<file path="src/rtl/uart_defs.sv">
// Shared UART definitions: parity encodings, transmitter state encoding,
// default baud divider and the parity helper.
package uart_defs;

  localparam int DEFAULT_CLKS_PER_BIT = 434;

  localparam logic [1:0] PAR_NONE = 2'd0;
  localparam logic [1:0] PAR_ODD  = 2'd1;
  localparam logic [1:0] PAR_EVEN = 2'd2;

  typedef enum logic [2:0] {
    IDLE  = 3'd0,
    START = 3'd1,
    DATA  = 3'd2,
    PAR   = 3'd3,
    STOP  = 3'd4
  } tx_state_t;

  // Unused upper data bits must be zero so they do not disturb the XOR.
  function automatic logic calc_parity(input logic [8:0] data, input logic [1:0] mode);
    logic x;
    logic p;
    x = ^data;
    case (mode)
      PAR_ODD:  p = ~x;
      PAR_EVEN: p = x;
      default:  p = 1'b0;
    endcase
    return p;
  endfunction

endpackage

</file>
<file path="src/rtl/uart_baud_tick.sv">
// Bit-period timer: counts 0..CLKS_PER_BIT-1 and flags the last count.
// Shared by the transmitter and the future receiver.
module uart_baud_tick
  import uart_defs::*;
#(
  parameter int CLKS_PER_BIT = DEFAULT_CLKS_PER_BIT
) (
  input  logic clk,
  input  logic rst,
  input  logic clr,
  output logic tick
);

  localparam int W = $clog2(CLKS_PER_BIT);
  localparam logic [W-1:0] LAST = W'(CLKS_PER_BIT - 1);

  if (CLKS_PER_BIT < 2) begin : g_bad_cpb
    $error("uart_baud_tick: CLKS_PER_BIT must be 2 or more");
  end

  logic [W-1:0] cnt;

  assign tick = (cnt == LAST);

  // Free-running period counter, restarted by clr.
  always_ff @(posedge clk) begin
    if (rst || clr) begin
      cnt <= '0;
    end else if (tick) begin
      cnt <= '0;
    end else begin
      cnt <= cnt + W'(1);
    end
  end

endmodule

</file>
<file path="src/rtl/uart_tx_cfg.sv">
// Configurable UART transmitter: valid/ready input, on-chip baud divider,
// 5..9 data bits, none/odd/even parity, 1 or 2 stop bits, registered txd.
module uart_tx_cfg
  import uart_defs::*;
#(
  parameter int CLKS_PER_BIT = DEFAULT_CLKS_PER_BIT,
  parameter int DATA_BITS    = 8,
  parameter int PARITY       = 0,
  parameter int STOP_BITS    = 1
) (
  input  logic                 clk,
  input  logic                 rst,
  input  logic [DATA_BITS-1:0] din,
  input  logic                 din_valid,
  output logic                 din_ready,
  output logic                 txd,
  output logic                 busy
);

  localparam int CW = $clog2(DATA_BITS + 1);
  localparam logic [CW-1:0] LAST_DATA = CW'(DATA_BITS - 1);
  localparam logic [CW-1:0] LAST_STOP = CW'(STOP_BITS - 1);
  localparam logic [1:0]    PAR_MODE  = 2'(PARITY);

  if (CLKS_PER_BIT < 2) begin : g_bad_cpb
    $error("uart_tx_cfg: CLKS_PER_BIT must be 2 or more");
  end
  if (DATA_BITS < 5 || DATA_BITS > 9) begin : g_bad_db
    $error("uart_tx_cfg: DATA_BITS must be 5..9");
  end
  if (PARITY < 0 || PARITY > 2) begin : g_bad_par
    $error("uart_tx_cfg: PARITY must be 0, 1 or 2");
  end
  if (STOP_BITS < 1 || STOP_BITS > 2) begin : g_bad_sb
    $error("uart_tx_cfg: STOP_BITS must be 1 or 2");
  end

  tx_state_t            state, state_n;
  logic [DATA_BITS-1:0] shift, shift_n;
  logic [CW-1:0]        bit_cnt, bit_cnt_n;
  logic                 par_bit, par_bit_n;
  logic                 txd_n;
  logic                 tick;
  logic                 accept;
  logic                 last_stop;
  logic                 baud_clr;
  logic [8:0]           din_ext;

  uart_baud_tick #(
    .CLKS_PER_BIT(CLKS_PER_BIT)
  ) u_baud (
    .clk (clk),
    .rst (rst),
    .clr (baud_clr),
    .tick(tick)
  );

  // The last clock of the last stop bit doubles as an accept slot so
  // back-to-back frames have no idle gap.
  assign last_stop = (state == STOP) && tick && (bit_cnt == LAST_STOP);
  assign din_ready = !rst && ((state == IDLE) || last_stop);
  assign accept    = din_valid && din_ready;
  assign busy      = (state != IDLE);
  assign baud_clr  = accept || (state == IDLE);

  // Zero-extended copy of din for the parity helper.
  always_comb begin
    din_ext = 9'd0;
    din_ext[DATA_BITS-1:0] = din;
  end

  // State register and frame datapath.
  always_ff @(posedge clk) begin
    if (rst) begin
      state   <= IDLE;
      shift   <= '0;
      bit_cnt <= '0;
      par_bit <= 1'b0;
      txd     <= 1'b1;
    end else begin
      state   <= state_n;
      shift   <= shift_n;
      bit_cnt <= bit_cnt_n;
      par_bit <= par_bit_n;
      txd     <= txd_n;
    end
  end

  // Next-state, shift, bit count and parity capture.
  always_comb begin
    state_n   = state;
    shift_n   = shift;
    bit_cnt_n = bit_cnt;
    par_bit_n = par_bit;
    case (state)
      IDLE: begin
        if (accept) begin
          state_n   = START;
          shift_n   = din;
          bit_cnt_n = '0;
          par_bit_n = calc_parity(din_ext, PAR_MODE);
        end else begin
          state_n = IDLE;
        end
      end
      START: begin
        if (tick) begin
          state_n   = DATA;
          bit_cnt_n = '0;
        end else begin
          state_n = START;
        end
      end
      DATA: begin
        if (tick) begin
          shift_n = shift >> 1;
          if (bit_cnt == LAST_DATA) begin
            bit_cnt_n = '0;
            state_n   = (PAR_MODE == PAR_NONE) ? STOP : PAR;
          end else begin
            bit_cnt_n = bit_cnt + CW'(1);
          end
        end else begin
          state_n = DATA;
        end
      end
      PAR: begin
        if (tick) begin
          state_n   = STOP;
          bit_cnt_n = '0;
        end else begin
          state_n = PAR;
        end
      end
      STOP: begin
        if (last_stop) begin
          bit_cnt_n = '0;
          if (accept) begin
            state_n   = START;
            shift_n   = din;
            par_bit_n = calc_parity(din_ext, PAR_MODE);
          end else begin
            state_n = IDLE;
          end
        end else if (tick) begin
          bit_cnt_n = bit_cnt + CW'(1);
        end else begin
          state_n = STOP;
        end
      end
      default: begin
        state_n   = IDLE;
        bit_cnt_n = '0;
      end
    endcase
  end

  // Line level for the current state, registered one clock later.
  always_comb begin
    txd_n = 1'b1;
    case (state)
      IDLE:    txd_n = 1'b1;
      START:   txd_n = 1'b0;
      DATA:    txd_n = shift[0];
      PAR:     txd_n = par_bit;
      STOP:    txd_n = 1'b1;
      default: txd_n = 1'b1;
    endcase
  end

endmodule

</file>
<file path="config.mk">
export PLATFORM = sky130hd
export DESIGN_NAME = uart_tx_cfg
export DESIGN_NICKNAME = d
export VERILOG_FILES = /design/src/rtl/uart_defs.sv /design/src/rtl/uart_baud_tick.sv /design/src/rtl/uart_tx_cfg.sv
export SDC_FILE = /design/constraint.sdc
export NUM_CORES = 1
export LEC_CHECK = 0
export ABC_AREA = 1
export BUFFER_PORTS_ARGS = -buffer_cell sky130_fd_sc_hd__buf_2
export CAP_MARGIN = 40
export CORE_ASPECT_RATIO = 0.6
export CORE_UTILIZATION = 40
export DETAILED_ROUTE_END_ITERATION = 8
export PLACE_DENSITY_LB_ADDON = 0.05
export SETUP_SLACK_MARGIN = 0.2
export SLEW_MARGIN = 15
export SYNTH_ARGS = -nofsm -noshare
export SYNTH_HDL_FRONTEND = slang
export SYNTH_SLANG_ARGS = --single-unit
</file>
<file path="constraint.sdc">
create_clock -name clk -period 2 [get_ports clk]
set_input_delay 0.1 -clock clk [delete_from_list [all_inputs] [get_ports clk]]
set_output_delay 0.1 -clock clk [all_outputs]
set_load 0.01 [all_outputs]
</file>
# [Word-level counts from Yosys, hierarchy flattened]
# Index checks and enable logic that the tools add are counted.
[totals] output_inout_bits=3 ff_bits=26
[classes] n_eq_ne=13 n_addsub=2 mux=23 reduce_logical=19
[op_table] cell="4-bit two-way mux" n=6
[op_table] cell="8-bit two-way mux" n=3
[op_table] cell="8-bit case mux with 3 select lines" n=1
[op_table] cell="4-bit case mux with 4 select lines" n=1
[op_table] cell="3-bit two-way mux" n=5
[op_table] cell="3-bit case mux with 5 select lines" n=1
[op_table] cell="9-bit by 1-bit adder with 9-bit output, second input constant" n=1
[op_table] cell="9-bit == test, second input constant" n=1
[op_table] cell="3-bit inequality test, second input constant" n=3
[op_table] cell="3-bit by 2-bit == test with 1-bit output, second input constant" n=2
[op_table] cell="2-bit inequality test, second input constant" n=3
[op_table] cell="3-bit nonzero test" n=2
[op_table] cell="4-bit by 1-bit adder with 4-bit output, second input constant" n=1
[op_table] cell="4-bit by 3-bit == test with 1-bit output, second input constant" n=1
[op_table] cell="1-bit logical AND" n=4
[op_table] cell="4-bit zero test" n=1
[op_table] cell="2-bit AND reduction" n=2
[op_table] cell="4-bit AND reduction" n=1
[op_table] cell="2-bit OR reduction" n=2
[op_table] cell="3-bit by 1-bit == test with 1-bit output, second input constant" n=1
[op_table] cell="3-bit == test, second input constant" n=1
[op_table] cell="3-bit zero test" n=1
[op_table] cell="1-bit logical OR" n=3
[op_table] cell="1-bit two-way mux" n=3
[op_table] cell="7 further kinds" n=7

# [Longest topological paths before layout]
# Gate-level depths: netlist of run 1.
[logic_depth] ltp_word=9 mapped_depth=14 depth_no_buf=13

# [Cells and area by module]
# Synthesis of run 1 repeated with hierarchy kept, for this count alone.
[unflattened] hier_cells=203 area_unflattened_um2=1378.8
[modules_own_cells] module="uart_tx_cfg" area_per_inst_um2=914.6 n_inst=1 cells_per_inst=139 seq_area_each_um2=320.3
[modules_own_cells] module="uart_baud_tick" area_per_inst_um2=464.2 n_inst=1 cells_per_inst=64 seq_area_each_um2=180.2

# [Worst setup path after synthesis of run 1]
# Ideal clock, no wire load.
[synth_timing] path_kind="register -> register" start="register u_baud.cnt[0]" end="register shift[6]" arrival_ns=1.436 path_buffers=1 path_stages_with_launch=14 path_slack_ns=0.449 period_less_slack_ns=1.551 path_cell_list="dfxtp_1 ha_1 inv_1 nor2_1 nand2_1 nor2_4 nand2_2 nand2_2 inv_2 nor2_8 buf_8 nand3_1 nand2_1 nor2_1"
[synth_via] elab_chain_cells=9 elab_cells_between_ends=12
[synth_lines] element="start: declaration" line="uart_baud_tick.sv:21" rtl="logic [W-1:0] cnt;"
[synth_lines] element="start signal: assignment" line="uart_baud_tick.sv:32" rtl="cnt <= cnt + W'(1);"
[synth_lines] element="9-bit == test (*)" line="uart_baud_tick.sv:23" rtl="assign tick = (cnt == LAST);"
[synth_lines] element="1-bit logical AND (2 in a row)" line="uart_tx_cfg.sv:60" rtl="assign last_stop = (state == STOP) && tick && (bit_cnt == LAST_STOP);"
[synth_lines] element="1-bit logical OR" line="uart_tx_cfg.sv:61" rtl="assign din_ready = !rst && ((state == IDLE) || last_stop);"
[synth_lines] element="1-bit logical AND" line="uart_tx_cfg.sv:61"
[synth_lines] element="1-bit logical AND" line="uart_tx_cfg.sv:62" rtl="assign accept = din_valid && din_ready;"
[synth_lines] element="8-bit two-way mux (2 in a row)"
[synth_lines] element="8-bit case mux with 3 select lines"
[synth_lines] element="end signal: assignment" line="uart_tx_cfg.sv:82" rtl="shift <= shift_n;"
[synth_lines] element="end: declaration" line="uart_tx_cfg.sv:39" rtl="logic [DATA_BITS-1:0] shift, shift_n;"
# Mark *: on every way between the ends. The rest lies on a longest branch, timed or not. The select of a mux whose other input is x is not followed.
# A chain may end at the register's enable or synchronous reset.

# [Worst setup path in the final report of run 1]
[layout_timing] start="register u_baud.cnt[1]" end="register shift[7]"
# Same word-level chain as after synthesis.

==> results of run 1 <==
-- cell type report --
cell class	count	area share (%)
Multi-Input combinational cell	154	50.9
Sequential cell	25	31.6
Inverter	27	6.39
Timing Repair Buffer	14	4.58
Tap cell	45	3.55
Clock buffer	3	2.60
Clock inverter	1	0.316
-- worst max-delay path, cell delays in order, from the launching register on --
cell and delay, ns:
dfxtp_1 0.33, inv_1 0.05, ha_1 0.13, inv_1 0.04, nor2_2 0.13, nand2_2 0.08, nor2_4 0.10, nand2_2 0.08
nand2_2 0.09, inv_2 0.09, nor2_4 0.23, a21oi_1 0.11, nor2_1 0.11
-- sequential cells by signal, summed over array words and instances, names as in the netlist --
| signal | cells |
|---|---|
| txd | 1 |
| u_baud.cnt | 9 |
| bit_cnt | 4 |
| state | 3 |
| shift | 8 |
-- worst min-delay path by stage --
stage / slack [ns] / to / start
floorplan: 0.17 / state[0] / rst
global placement: 0.34 / state[1] / rst
detailed placement: 0.34 / state[0] / rst
CTS: 0.05 / state[0] / rst
global route: 0.05 / state[1] / rst
finish: 0.05 / state[0] / rst
-- synth_stat cells (2+ instances only) --
cell type / number
a21oi_1: 15
ha_1: 4
nand2_1: 55
nand2_2: 4
inv_2: 3
o21ai_0: 7
nand3_1: 15
xor2_1: 6
inv_1: 24
nor2_1: 29
nand3_2: 2
nor2_2: 2
a21oi_2: 2
dfxtp_1: 25
nor3_1: 2
-- power by group through the flow --
stage / Clock (mW) / Combinational, mW / Sequential [mW]
3_3_place_gp: 0 / 0.132 / 0.550
2_1_floorplan: 0 / 0.110 / 0.547
5_1_grt: 0.337 / 0.158 / 0.543
3_5_place_dp: 0 / 0.135 / 0.552
6_report: 0.307 / 0.138 / 0.541
4_1_cts: 0.317 / 0.136 / 0.540
-- logic make-up (layout without fill, tap and decap cells) --
family                     Yosys count  after routing  share of synthesized area (%)
AOI/OAI and AO/OA                   26             26                           9.93
DFF                                 25             25                           34.8
and+or+nand+nor                    117            118                           38.0
xor gates and xnor gates             6              6                           3.66
buffers and inverters               31             45                           10.1
adders and majority gates            4              4                           3.48
-- layer usage --
metal,routed length (µm),up-vias
met3,137,2
met4,13,0
met1,1790,538
met5,0,-
met2,1110,25
li1,-,682
-- through the flow --
step / hold slack [ns] / utilization [%] / worst slack, ns / power, mW
after floorplan: 0.169 / - / 0.449 / 0.657
after global placement: 0.335 / 45.5 / 0.379 / 0.683
after detailed placement: 0.340 / 45.5 / 0.275 / 0.687
after CTS: 0.0503 / 46.9 / 0.251 / 0.992
after global routing: 0.0512 / 47.4 / 0.209 / 1.04
final: 0.0523 / 47.4 / 0.360 / 0.985
==> impl_results.md, run 1 <==
* Clock share of power at 31.2%
* Total number of H-tree levels at 1
* Cell area after placement at 1520 µm²
* Postcts setup bufs at 0
* Num CTS Buffers at 3
* Met3 Usage GRT at 5.09%
* Combinational power share at 14.0%
* Critical path capture point type: flop
* Fmax at 0.610 GHz
* Most common cell after layout, fill and taps aside: nand2_1
* DRC Markers at 0
* Placed cells at 264
* Post-DR wirelength/cell at 11.3 µm
* CP Data Required Time at 2.21 ns
* Syn avg cell area at 6.87 µm²
* Final hold vios at 0
* Area of the multi-input gates at 807 µm²
* CP startpoint kind: flop
* Maximum clock insertion buffer count at 2
* Sw frac at 27.4%
* Commonest cells after routing, fill and taps aside: nand2_1 (54), nor2_1 (28), inv_1 (24), dfxtp_1 (24)
* Reg2reg end: shift[7]
* Design area at 1590 µm²
* Int Power at 0.715 mW
* Max VDD drop at 0.000254 V
* Row count at 16
* Post-CTS Resized at 0
* Final non-filler cell total at 269
* Hpwl dp at 2240 µm
* Mapped Cells at 209
* Initial antenna violation count at 0
* Ant. Diodes at 0
* First-pass GRT wire length at 5130 µm
* Worst Hold Depth at 2
* Count of cell types in the netlist at 29
* Drt total wl at 3050 µm
* Asr flop ratio synth at 0%
* Root Driver: clkbuf_8
* Initial DRC Count at 67
* Minimum clock period at 1.64 ns
* Layout Skew at 0.00213 ns
* Final #Nets at 240
* Met1 Use GR at 26.6%
* Leakage at 0.751 nW
* Final period util at 82.0%
* RSZ-0062 raised after global routing: false
* R2R depth at 12
* Syn_nets at 224
* Grt ovf at 0
* Ys Warns at 0
* Vias in the first global route at 1108
* Core ar. at 3340 µm²
* CTS tree: yes
* Net switching power at 0.270 mW
* M2 GR Usage at 23.1%
* Most used DFF post-synth: dfxtp_1
* CTS Sinks at 25
* GR peak layer: met1
* Outcome: completed
* Drt pass-1 iters at 4
* Clock Pin Slew Worst Setup and Hold Paths at 0.09 ns
* IO Count at 14
* WS Path Type: flop to flop
* Clk_lat worst skew at 0.27 ns
* Reg2reg setup slack at 0.36 ns
* Largest net degree at the start of global routing at 17
* Seq/Total Area, Yosys at 34.8%
* Synth top area share at 34.8%
* Leading post-synthesis cells by cell area: dfxtp_1 (35%), nand2_1 (14%), nor2_1 (7.6%), inv_1 (6.3%), a21oi_1 (5.2%)
* Crit Path Max Fanout at 8
* Register cell area after layout at 502 µm²
* Least-Margin Pin Slew at 0.366 ns
* DR vias at 1247
* Max Cap Viol at 0
* Post-synth EDFFs at 0
* Worst setup path endpoint: shift[7]
* Share of layout cells above drive strength 1 at 17.9%
* Die Y at 48.4 µm
* GR Util All Layers at 17.0%
* Die width at 79.4 µm
* PD cells at 622 nW/µm²
* Initial Util at 43.0%
* # hold bufs at CTS at 0
* Worst Setup SP: u_baud.cnt[1]
* Drt via density at 4.64
* Hold Crit Class: primary input to flop
* DIE AREA at 3840 µm²
* Yosys reg bits at 25
* Max Slew Vio Count at 0
* Flop pwr share at 54.9%
* Setup violators final at 0
* Setup TNS at 0 ns
* Layout fillers at 352
* IO Port Bufs at 13
* Area leader, netlist: dfxtp_1
* R2r startpoint: u_baud.cnt[1]
* Mapped cell area at 1440 µm²
* Max transition margin at 75.5%
* Critical Path AT at 1.85 ns
* Gp weighted congestion at 0.779
* Routed Antenna Nets at 0
* Area grow syn2layout at 10.4%
(Power assumes the default switching activity.)
==> run 2, diff against run 1 <==
Settings changed: ABC_AREA 1 to 0.
Clock period 2 ns to 1.3 ns, I/O delays scaled along.
==> run 2 against run 1 <==
Compared with the run above: the flow now finishes with violations (setup timing); final cell count fell by 2.2%; hold slack got worse by 0.020 ns; synthesized cell count fell by 24%; highest routed layer unchanged; critical endpoint is now shift[0]; critical path type unchanged.
==> impl_results.md, run 2 <==
* Outcome: finished with violations
* Violated checks: setup timing
* Die width at 79.1 µm (-0.34%)
* Flop pwr share at 53.1% (-1.8 points)
* PD cells at 691 nW/µm² (+11%)
* Ys Warns at 0 (unchanged)
* Register cell area after layout at 514 µm² (+2.5%)
* Sw frac at 25.0% (-2.4 points)
* Initial DRC Count at 57 (-15%)
* Post-DR wirelength/cell at 14.8 µm (+30%)
* Syn_nets at 173 (-23%)
* Design area at 2160 µm² (+36%)
* Final #Nets at 234 (-2.5%)
* Max VDD drop at 0.000602 V (+140%)
* Syn avg cell area at 9.03 µm² (+31%)
* Largest regs: u_baud.cnt: 9 flops, shift: 8 flops, bit_cnt: 4 flops
* Max reg flops at 9 (unchanged)
* Reg2reg end: shift[0]
* R2R depth at 7 (-5)
* First-pass GRT wire length at 6110 µm (+19%)
* Max transition margin at 63.7% (-12 points)
* Largest family of logic cells by synthesized area: simple AND/OR/NAND/NOR gates
* Share of layout cells above drive strength 1 at 50.9% (+33 points)
* DIE AREA at 3820 µm² (-0.67%)
* Drt via density at 5.29 (+14%)
* Leading post-synthesis cells by cell area: dfxtp_1 (35%), mux2_4 (7.4%), mux2i_1 (5.6%), nor2_1 (4.5%), a21oi_1 (3.9%)
* Count of cell types in the netlist at 42 (+45%)
* Drt total wl at 3890 µm (+27%)
* Setup WS post-layout at -0.434 ns (-0.794 ns)
* Grt ovf at 0 (unchanged)
* Area leader, netlist: dfxtp_1
* Clk_lat worst skew at 0.27 ns (about the same)
* Commonest cells after routing, fill and taps aside: buf_4 (36), dfxtp_1 (18), nor2_1 (16)
* Area of the multi-input gates at 1010 µm² (+25%)
* WS Path Type: flop to flop
* CP Data Required Time at 1.47 ns (-0.74 ns)
* # hold bufs at CTS at 0 (unchanged)
* Mapped Cells at 158 (-24%)
* Mapped cell area at 1430 µm² (-0.70%)
* Worst Setup SP: u_baud.cnt[1]
* Max Cap Viol at 0 (unchanged)
* Int Power at 1.12 mW (+57%)
* Total number of H-tree levels at 1 (unchanged)
* Mux cell area share after synthesis at 13.0% (+13 points)
* Worst setup path endpoint: shift[0]
* Post-synthesis compound-gate area fraction at 14.6% (+4.6 points)
* Synth top area share at 35.1% (+0.24 points)
* Reg2reg setup slack at -0.43 ns (-0.79 ns)
* Num CTS Buffers at 3 (unchanged)
* Ant. Diodes at 0 (unchanged)
* Commonest cells post-synth: dfxtp_1 (25), nor2_1 (17), a21oi_1 (11)
* Final non-filler cell total at 263 (-2.2%)
* IO Count at 14 (unchanged)
* Leakage at 0.915 nW (+22%)
* Final period util at 133% (+51 points)
* Routed Antenna Nets at 0 (unchanged)
* Initial Util at 42.9% (about the same)
* Placed cells at 253 (-4.2%)
* Most common cell after layout, fill and taps aside: buf_4
* Final hold vios at 0 (unchanged)
* Initial antenna violation count at 0 (unchanged)
* Area grow syn2layout at 51.6%
* Post-synth EDFFs at 0 (unchanged)
* Hold Crit Class: primary input to flop
* Cell area after placement at 1890 µm² (+24%)
* Seq/Total Area, Yosys at 35.1% (+0.24 points)
* IO Port Bufs at 13 (unchanged)
* Gp weighted congestion at 0.853 (+9.4%)
* Clock Pin Slew Worst Setup and Hold Paths at 0.09 ns (about the same)
* Least-Margin Pin Slew at 0.544 ns (+0.177 ns)
* Most used DFF post-synth: dfxtp_1
* Combinational power share at 14.8% (+0.8 points)
* Setup violators final at 26 (+26)
* Drt pass-1 iters at 4 (unchanged)
* Layout Skew at 0.00368 ns (+0.00155 ns)
* Hpwl dp at 2700 µm (+21%)
* Crit Path Max Fanout at 8 (unchanged)
* CP startpoint kind: flop
* Maximum clock insertion buffer count at 2 (unchanged)
* Vias in the first global route at 1233 (+11%)
* Die Y at 48.3 µm (-0.33%)
* Minimum clock period at 1.73 ns (+0.0938 ns)
* Fmax at 0.577 GHz (-5.4%)
* R2r startpoint: u_baud.cnt[1]
* Layout fillers at 277 (-21%)
* Root Driver: clkbuf_8
* Max Slew Vio Count at 0 (unchanged)
* Clock share of power at 32.1% (+0.9 points)
* Final Util at 65.1% (+18 points)
* Critical path capture point type: flop
* Synth Area in XOR/XNOR at 3.07% (-0.59 points)
* GR Util All Layers at 21.8% (+4.8 points)
* DRC Markers at 0 (unchanged)
* CTS tree: yes
* Setup TNS at -8.38 ns (-8.38 ns)
* CTS Sinks at 25 (unchanged)
* RSZ-0062 raised after global routing: true
* Yosys reg bits at 25 (unchanged)
* Critical Path AT at 1.90 ns (+0.05 ns)
* Row count at 16 (unchanged)
* Simple-gate share of the synthesized area at 25.4% (-13 points)
* DR vias at 1391 (+12%)
* Asr flop ratio synth at 0% (unchanged)
* Top reg by flops: u_baud.cnt
* Adder-Cell Fraction of Synth Area at 3.51% (+0.024 points)
* Largest net degree at the start of global routing at 24 (+7)
* Core ar. at 3320 µm² (-0.60%)
* Net switching power at 0.373 mW (+38%)
* Most instantiated library cell after synthesis: dfxtp_1
==> run 2: changes by cell type after synthesis, sizes merged, moves of 4 or more <==
cell	before	now
xor2	6	1
nand3	18	7
xnor2	0	4
mux2i	0	8
mux2	0	7
nand2	60	5
nor4	0	4
inv	27	9
or3	0	4
nor2b	0	6
nor2	33	17
a21oi	17	11
==> run 2: area by class of cell <==
type                    instances  share of cell area, %
clock buffers                   3                   1.91
clock inverters                 1                  0.231
flip-flops and latches         25                   23.8
inverters                       9                   1.56
multi-input cells             117                   46.5
well taps                      45                   2.60
repair buffers                 63                   23.4
==> run 2: kinds of logic (layout without fill, tap and decap cells) <==
kind of cell | count (synthesis) | count (layout)
simple gates | 61 | 61
compound gates | 31 | 32
flops | 25 | 25
buf+inv | 17 | 76
mux | 15 | 15
xor+xnor | 5 | 5
fa+ha+maj | 4 | 4
==> run 2: worst min-delay path by stage <==
| stage | depth (start not counted) | endpoint | slack (ns) | startpoint |
|---|---|---|---|---|
| 2_1_floorplan | 2 | shift[7] | 0.20 | din[7] |
| 3_3_place_gp | 3 | shift[7] | 0.32 | din[7] |
| 3_5_place_dp | 3 | shift[7] | 0.33 | din[7] |
| 4_1_cts | 3 | shift[7] | 0.03 | din[7] |
| 5_1_grt | 3 | shift[7] | 0.07 | din[7] |
| 6_report | 3 | shift[7] | 0.03 | din[7] |
==> run 2: repair_timing <==
| item | 4_1_cts | 5_1_grt |
|---|---|---|
| endpoints found under the setup margin | 26 | 26 |
| hold endpoints to repair | 0 | 0 |
| pin swaps | 19 | 8 |
| buffers inserted | 3 | 1 |
| gates cloned | 2 | 0 |
| gates resized for setup | 36 | 11 |
==> run 2: through the flow <==
| stage | setup WS (ns) | hold WS (ns) | power [mW] |
|---|---|---|---|
| after floorplan | -0.420 | 0.204 | 0.918 |
| after global placement | -0.451 | 0.316 | 0.991 |
| after detailed placement | -0.521 | 0.325 | 0.996 |
| after CTS | -0.440 | 0.0268 | 1.50 |
| after global routing | -0.506 | 0.0663 | 1.56 |
| final | -0.434 | 0.0321 | 1.49 |
==> run 2: layer usage <==
metal | up-vias | wire length [µm] | track usage (%)
met3 | 2 | 127 | 5.23
li1 | 697 | - | -
met2 | 25 | 1570 | 34.5
met1 | 667 | 2170 | 31.2
met4 | 0 | 19 | 3.27
met5 | - | 0 | 0
==> run 2: power by group through the flow <==
stage          sequential (mW)  combinational (mW)  clock (mW)
2_1_floorplan            0.810               0.108           0
3_3_place_gp             0.811               0.180           0
3_5_place_dp             0.811               0.185           0
4_1_cts                  0.796               0.214       0.489
5_1_grt                  0.796               0.241       0.520
6_report                 0.793               0.222       0.480
==> run 2: critical path, cell delays in order, from the launching register on <==
cell	delay [ns]
dfxtp_2	0.34
inv_2	0.06
ha_4	0.12
and4_4	0.23
a31oi_1	0.09
o32a_1	0.33
buf_12	0.16
mux2_4	0.30
